==> src/rtl/ibex_pkg.sv <==
// rtl/ibex_pkg.sv - base core operator encodings used by the EX-stage ALU
package ibex_pkg;

    typedef enum logic [2:0] {
        ALU_ADD,
        ALU_SUB,
        ALU_XOR,
        ALU_OR,
        ALU_AND,
        ZPN_INSTR
    } alu_op_e;

    typedef enum logic [1:0] {
        MD_OP_MULL,
        MD_OP_MULH,
        MD_OP_DIV,
        MD_OP_REM
    } md_op_e;

endpackage

==> src/rtl/ibex_pkg_pext.sv <==
// rtl/ibex_pkg_pext.sv - packed-SIMD operation encodings
package ibex_pkg_pext;

    typedef enum logic [4:0] {
        ZPN_ADD16,
        ZPN_SUB16,
        ZPN_RADD16,
        ZPN_KADD16,
        ZPN_KSUB16,
        ZPN_SRA16,
        ZPN_SRL16,
        ZPN_SLL16,
        ZPN_SCLIP16,
        ZPN_UCLIP16,
        ZPN_ADD8,
        ZPN_SUB8,
        ZPN_KADD8,
        ZPN_SMMUL,
        ZPN_KMMAC,
        ZPN_KMMSB
    } zpn_op_e;

endpackage

==> src/rtl/ibex_pext_alu.sv <==
// rtl/ibex_pext_alu.sv - packed-SIMD ALU with shared 4-quadrant 32x32 multiplier
module ibex_pext_alu
    import ibex_pkg::*;
    import ibex_pkg_pext::*;
(
    input  logic                 clk_i,
    input  logic                 rst_ni,
    input  zpn_op_e              zpn_operator_i,
    input  alu_op_e              alu_operator_i,
    input  md_op_e               multdiv_operator_i,
    input  logic                 multdiv_sel_i,
    input  logic                 mult_en_i,
    input  logic                 div_en_i,
    input  logic                 mult_sel_i,
    input  logic                 div_sel_i,
    input  logic [1:0]           signed_mode_i,
    input  logic                 multdiv_ready_id_i,
    input  logic                 data_ind_timing_i,
    input  logic [33:0]          imd_val_q_i [2],
    output logic [33:0]          imd_val_d_o [2],
    output logic [1:0]           imd_val_we_o,
    input  logic [31:0]          operand_a_i,
    input  logic [31:0]          operand_b_i,
    input  logic [31:0]          operand_rd_i,
    input  logic [4:0]           imm_val_i,
    output logic [31:0]          adder_result_o,
    output logic [31:0]          result_o,
    output logic                 valid_o,
    output logic                 set_ov_o,
    output logic                 comparison_result_o
);

    logic        unused_inputs;
    logic [1:0]  quad_q;
    logic        is_zpn, zpn_mul, div_op, md_mul, mul_op, a_signed, b_signed;
    logic [16:0] mul_a, mul_b;
    logic signed [33:0] mul_p;
    logic [63:0] prod;
    logic [31:0] prod_hi, acc_sat;
    logic [32:0] acc;
    logic        acc_ov;
    logic [31:0] simd_res;
    logic        simd_ov;
    logic [15:0] h_a, h_b, h_r;
    logic [16:0] s17, d17;
    logic signed [16:0] x17, lim, hi_b, lo_b;
    logic [7:0]  b_a, b_b;
    logic [8:0]  s9, d9;

    assign unused_inputs = ^{multdiv_ready_id_i, data_ind_timing_i, mult_sel_i,
                             imm_val_i[4], imd_val_q_i[0][33:32]};

    assign adder_result_o      = operand_a_i + operand_b_i;
    assign comparison_result_o = (operand_a_i == operand_b_i);

    always_ff @(posedge clk_i or negedge rst_ni) begin
        if (!rst_ni) begin
            quad_q <= 2'd0;
        end else if (mult_en_i) begin
            quad_q <= quad_q + 2'd1;
        end else begin
            quad_q <= 2'd0;
        end
    end

    assign is_zpn  = (alu_operator_i == ZPN_INSTR);
    assign zpn_mul = is_zpn && (zpn_operator_i inside {ZPN_SMMUL, ZPN_KMMAC, ZPN_KMMSB});
    assign div_op  = !is_zpn && (div_sel_i || div_en_i ||
                     (multdiv_sel_i && (multdiv_operator_i inside {MD_OP_DIV, MD_OP_REM})));
    assign md_mul  = !is_zpn && multdiv_sel_i && !div_op;
    assign mul_op  = zpn_mul || md_mul;
    assign a_signed = zpn_mul || signed_mode_i[0];
    assign b_signed = zpn_mul || signed_mode_i[1];

    // Low halves are always unsigned; high halves carry the operand sign only when signed.
    always_comb begin
        mul_a = {1'b0, operand_a_i[15:0]};
        mul_b = {1'b0, operand_b_i[15:0]};
        case (quad_q)
            2'd1:    mul_b = {b_signed & operand_b_i[31], operand_b_i[31:16]};
            2'd2:    mul_a = {a_signed & operand_a_i[31], operand_a_i[31:16]};
            2'd3: begin
                mul_a = {a_signed & operand_a_i[31], operand_a_i[31:16]};
                mul_b = {b_signed & operand_b_i[31], operand_b_i[31:16]};
            end
            default: ;
        endcase
    end

    assign mul_p = $signed(mul_a) * $signed(mul_b);

    // imd[1] accumulates both cross terms plus the carry out of the low partial product.
    always_comb begin
        imd_val_d_o[0] = imd_val_q_i[0];
        imd_val_d_o[1] = imd_val_q_i[1];
        case (quad_q)
            2'd0:    imd_val_d_o[0] = mul_p;
            2'd1:    imd_val_d_o[1] = mul_p;
            2'd2:    imd_val_d_o[1] = imd_val_q_i[1] + mul_p + {18'b0, imd_val_q_i[0][31:16]};
            default: ;
        endcase
        imd_val_we_o = (mul_op && quad_q != 2'd3) ? 2'b11 : 2'b00;
    end

    assign prod = {mul_p[31:0], 32'b0}
                + {{14{imd_val_q_i[1][33]}}, imd_val_q_i[1], 16'b0}
                + {48'b0, imd_val_q_i[0][15:0]};
    assign prod_hi = prod[63:32];

    assign acc     = (zpn_operator_i == ZPN_KMMSB) ? {operand_rd_i[31], operand_rd_i} - {prod_hi[31], prod_hi}
                                                   : {operand_rd_i[31], operand_rd_i} + {prod_hi[31], prod_hi};
    assign acc_ov  = acc[32] ^ acc[31];
    assign acc_sat = acc_ov ? (acc[32] ? 32'h8000_0000 : 32'h7fff_ffff) : acc[31:0];

    always_comb begin
        simd_res = '0;
        simd_ov  = 1'b0;
        h_a = '0; h_b = '0; h_r = '0; s17 = '0; d17 = '0; x17 = '0;
        b_a = '0; b_b = '0; s9 = '0; d9 = '0;
        lim  = 17'sd1 <<< imm_val_i[3:0];
        hi_b = lim - 17'sd1;
        lo_b = -lim;
        for (int i = 0; i < 2; i++) begin
            h_a = operand_a_i[16*i +: 16];
            h_b = operand_b_i[16*i +: 16];
            s17 = {h_a[15], h_a} + {h_b[15], h_b};
            d17 = {h_a[15], h_a} - {h_b[15], h_b};
            x17 = $signed({h_a[15], h_a});
            h_r = 16'h0;
            case (zpn_operator_i)
                ZPN_ADD16:  h_r = s17[15:0];
                ZPN_SUB16:  h_r = d17[15:0];
                ZPN_RADD16: h_r = s17[16:1];
                ZPN_KADD16: begin
                    h_r = s17[15:0];
                    if (s17[16] != s17[15]) begin
                        h_r = s17[16] ? 16'h8000 : 16'h7fff;
                        simd_ov = 1'b1;
                    end
                end
                ZPN_KSUB16: begin
                    h_r = d17[15:0];
                    if (d17[16] != d17[15]) begin
                        h_r = d17[16] ? 16'h8000 : 16'h7fff;
                        simd_ov = 1'b1;
                    end
                end
                ZPN_SRA16:  h_r = $signed(h_a) >>> imm_val_i[3:0];
                ZPN_SRL16:  h_r = h_a >> imm_val_i[3:0];
                ZPN_SLL16:  h_r = h_a << imm_val_i[3:0];
                ZPN_SCLIP16: begin
                    h_r = h_a;
                    if (x17 > hi_b) begin
                        h_r = hi_b[15:0];
                        simd_ov = 1'b1;
                    end else if (x17 < lo_b) begin
                        h_r = lo_b[15:0];
                        simd_ov = 1'b1;
                    end
                end
                ZPN_UCLIP16: begin
                    h_r = h_a;
                    if (x17 > hi_b) begin
                        h_r = hi_b[15:0];
                        simd_ov = 1'b1;
                    end else if (x17 < 17'sd0) begin
                        h_r = 16'h0;
                        simd_ov = 1'b1;
                    end
                end
                default: h_r = 16'h0;
            endcase
            simd_res[16*i +: 16] = h_r;
        end
        for (int j = 0; j < 4; j++) begin
            b_a = operand_a_i[8*j +: 8];
            b_b = operand_b_i[8*j +: 8];
            s9  = {b_a[7], b_a} + {b_b[7], b_b};
            d9  = {b_a[7], b_a} - {b_b[7], b_b};
            case (zpn_operator_i)
                ZPN_ADD8: simd_res[8*j +: 8] = s9[7:0];
                ZPN_SUB8: simd_res[8*j +: 8] = d9[7:0];
                ZPN_KADD8: begin
                    simd_res[8*j +: 8] = s9[7:0];
                    if (s9[8] != s9[7]) begin
                        simd_res[8*j +: 8] = s9[8] ? 8'h80 : 8'h7f;
                        simd_ov = 1'b1;
                    end
                end
                default: ;
            endcase
        end
    end

    always_comb begin
        result_o = 32'h0;
        valid_o  = 1'b1;
        set_ov_o = 1'b0;
        if (mul_op) begin
            valid_o = (quad_q == 2'd3);
            if (zpn_mul) begin
                case (zpn_operator_i)
                    ZPN_KMMAC, ZPN_KMMSB: begin
                        result_o = acc_sat;
                        set_ov_o = valid_o & acc_ov;
                    end
                    default: result_o = prod_hi;
                endcase
            end else begin
                result_o = (multdiv_operator_i == MD_OP_MULL) ? prod[31:0] : prod_hi;
            end
        end else if (is_zpn) begin
            result_o = simd_res;
            set_ov_o = simd_ov;
        end
    end

endmodule

==> config.mk <==
export PLATFORM = sky130hd
export DESIGN_NAME = ibex_pext_alu
export DESIGN_NICKNAME = d
export VERILOG_FILES = /design/src/rtl/ibex_pkg.sv /design/src/rtl/ibex_pkg_pext.sv /design/src/rtl/ibex_pext_alu.sv
export SDC_FILE = /design/constraint.sdc
export NUM_CORES = 2
export LEC_CHECK = 0
export ABC_AREA = 1
export CELL_PAD_IN_SITES_DETAIL_PLACEMENT = 1
export CELL_PAD_IN_SITES_GLOBAL_PLACEMENT = 2
export CORE_MARGIN = 8
export CORE_UTILIZATION = 39
export CTS_CLUSTER_DIAMETER = 60
export DETAILED_ROUTE_END_ITERATION = 8
export DONT_BUFFER_PORTS = 1
export GPL_TIMING_DRIVEN = 0
export PLACE_DENSITY = 0.95
export SYNTH_ARGS = -nofsm -noshare
export SYNTH_HDL_FRONTEND = slang
export SYNTH_SLANG_ARGS = --single-unit
==> constraint.sdc <==
create_clock -name clk_i -period 25.5 [get_ports clk_i]
set_clock_uncertainty 0.1 [all_clocks]
set_input_delay 5.1 -clock clk_i [delete_from_list [all_inputs] [get_ports clk_i]]
set_output_delay 5.1 -clock clk_i [all_outputs]
set_load 0.1 [all_outputs]
==> flow_metrics.env <==
export IMPL_status="finished with violations"
export IMPL_violations="max-capacitance violations, max-slew violations"
export IMPL_die_w_microns=306
export IMPL_clock_root_buffer="clkbuf_16"
export IMPL_htreeDepth=1
export IMPL_setup_viol_count_final=0
export IMPL_hold_start="quad_q[0]$_DFF_PN0_"
export IMPL_synth_top_cell_by_area="fa_1"
export IMPL_syn_area_sq_mm=0.03280
export IMPL_synth_fa_ha_area_share_pct=32.84
export IMPL_rsz0062_at_grt="false"
export IMPL_viasPerCell=6.018
export IMPL_hold_viol_final=0
export IMPL_synth_top_cell_area_share_pct=19.71
export IMPL_drv_cap=1
export IMPL_avgSynthCellArea_sq_um=6.015
export IMPL_clk_pin_slew_ps=30
export IMPL_start_util_pct=39.32
export IMPL_ys_seq_area_share_pct=0.1526
export IMPL_critPathLaunchType="primary input"
export IMPL_rows=106
export IMPL_cts_resized_gates=0
export IMPL_end_kind="output pin"
export IMPL_synth_warnings=0
export IMPL_die_area_sq_mm=0.09364
export IMPL_fmax_mhz=41.48
export IMPL_worstPathMaxFanout=10
export IMPL_worstPathArrival_ps=18910
export IMPL_cp_common_cell="nand2_1"
export IMPL_drive_gt1_share_pct=3.543
export IMPL_drc=0
export IMPL_chipHeight_microns=306
export IMPL_min_period_ps=24110
export IMPL_regArea_sq_um=50.05
export IMPL_worstPathRequired_ps=20300
export IMPL_grt_usage_pct=38.74
export IMPL_synthMuxAreaShare_pct=0.09155
export IMPL_critPathSlowestCell="xnor2_1"
export IMPL_final_common_cell="nand2_1"
export IMPL_reg_largest_list="quad_q (2)"
export IMPL_portBuffers=0
export IMPL_synth_top_family_by_area="adder cells"
export IMPL_detail_route_iter0_violations=3594
export IMPL_clkSinkCount=2
export IMPL_largest_reg_flops=2
export IMPL_antenna_found_initial=11
export IMPL_ys_flop_type="dfrtp_1"
export IMPL_totalWireLength_microns=189100
export IMPL_synth_simple_area_share_pct=27.96
export IMPL_fin_tns_setup_ps=0
export IMPL_fillCellCount=11420
export IMPL_synth_seq_cells=2
export IMPL_regMostFlops="quad_q"
export IMPL_hold_path_end="quad_q[0]$_DFF_PN0_"
export IMPL_syn_to_final_growth_pct=6.909
export IMPL_overflow=0
export IMPL_synth_cells=5453
export IMPL_hold_depth=3
export IMPL_final_cell_mix="nand2_1, inv_1, nor2_1"
export IMPL_synth_cell_types=62
export IMPL_synthArstFlopShare_pct=100.0
export IMPL_cts_buffers=3
export IMPL_cts_hold_buf=0
export IMPL_timing_final_crit_share_pct=94.54
export IMPL_vias=39470
export IMPL_r2r_start="quad_q[0]$_DFF_PN0_"
export IMPL_wl_per_cell_microns=28.84
export IMPL_ios=327
export IMPL_synth_compound_area_share_pct=19.83
export IMPL_hpwl_microns=163800
export IMPL_routabilityCongestion=1.069
export IMPL_firstDrtPassIters=5
export IMPL_fin_nets=6334
export IMPL_ant_nets=0
export IMPL_max_slew_margin_rel_pct=-2.218
export IMPL_grt_pass1_vias=39950
export IMPL_cts_tree="built"
export IMPL_insertion_delay_ps=220
export IMPL_worst_r2r_endpoint="quad_q[1]$_DFF_PN0_"
export IMPL_critPathKind="in2out"
export IMPL_synth_edf_count=0
export IMPL_grt_pass1_wl_microns=272500
export IMPL_fin_util_pct=42.03
export IMPL_synth_xor_area_share_pct=5.337
export IMPL_reg2reg_depth=8
export IMPL_hold_class="reg2reg"
export IMPL_post_cts_buffers=0
export IMPL_multi_input_area_sq_mm=0.02877
export IMPL_grt_max_degree=21
export IMPL_yosys_top_cells_area="fa_1, nand2_1, ha_1"
export IMPL_clockBufferDepth=2
export IMPL_reg2reg_slack_ps=22490
export IMPL_coreArea_sq_mm=0.08342
export IMPL_slowest_delay_ps=880
export IMPL_worst_pin_slew_ps=1532
export IMPL_drv_slew=1
[area by class of cell]
type,count,area share [%]
multi-input cells,4267,82.05
inverters,1007,10.78
well taps,1080,3.854
plain buffers,179,2.098
repair buffers,17,0.8314
clock buffers,3,0.2141
flip-flops and latches,2,0.1427
diodes,4,0.02855
[how the worst max path moves through the flow]
stage,depth (start not counted),from,to
4_1_cts,57,alu_operator_i[2],result_o[17]
3_5_place_dp,57,alu_operator_i[2],result_o[17]
5_1_grt,57,zpn_operator_i[3],result_o[16]
3_3_place_gp,54,zpn_operator_i[3],set_ov_o
6_report,57,zpn_operator_i[3],result_o[17]
2_1_floorplan,51,alu_operator_i[2],set_ov_o
[metrics by stage]
| stage | hold slack [ps] | std cells | worst slack, ps | instance area [sq um] |
|---|---|---|---|---|
| after CTS | 1168 | 6555 | 1677 | 35030 |
| after global routing | 1207 | 6556 | 664.1 | 35060 |
| after floorplan | 753.4 | 5455 | 3874 | 32810 |
| after global placement | 1146 | 6535 | -618.0 | 34160 |
| after detailed placement | 1151 | 6552 | 1704 | 34960 |
| final | 1191 | 6559 | 1393 | 35060 |
[cells by family after synthesis]
family                   after synthesis
AO/OA/AOI/OAI                       1138
AND/OR/NAND/NOR                     2256
buffers and inverters               1186
multiplexers                           3
other                                  2
XOR/XNOR                             199
adder cells (fa/ha/maj)              667
flip-flops                             2
[critical path, delay by kind of cell]
kind	cells	cell delay, ps
fa+ha+maj	9	4330
buf+inv	10	1640
xor+xnor	2	1150
simple gates	25	4720
compound gates	11	1910
[synth_stat cells (all sizes together) (7+ instances only)]
cell type / instances
xnor2: 32
or2: 21
o31ai: 7
nand3: 195
a31oi: 50
a21oi: 380
a22oi: 8
o221ai: 12
o2111ai: 19
nor2: 546
nor3: 58
o22ai: 44
inv: 986
o211ai: 67
nand2: 1352
a211oi: 20
o21a: 18
nand3b: 13
clkbuf: 141
a21o: 18
buf: 38
clkinv: 21
ha: 344
a221oi: 20
o21bai: 18
xor2: 167
nor4: 16
o21ai: 433
fa: 323
nand4: 50
[per-layer routing]
metal | vias up | wire [microns] | global-route usage [%]
met3 | 507 | 17440 | 8.553
met1 | 19520 | 76520 | 49.53
li1 | 17510 | - | -
met2 | 1932 | 82510 | 60.99
met5 | - | 74 | 0
met4 | 12 | 12600 | 20.25
Power is not shown: default switching activity piles up to over one toggle a cycle in this logic, so the estimate is an artifact.
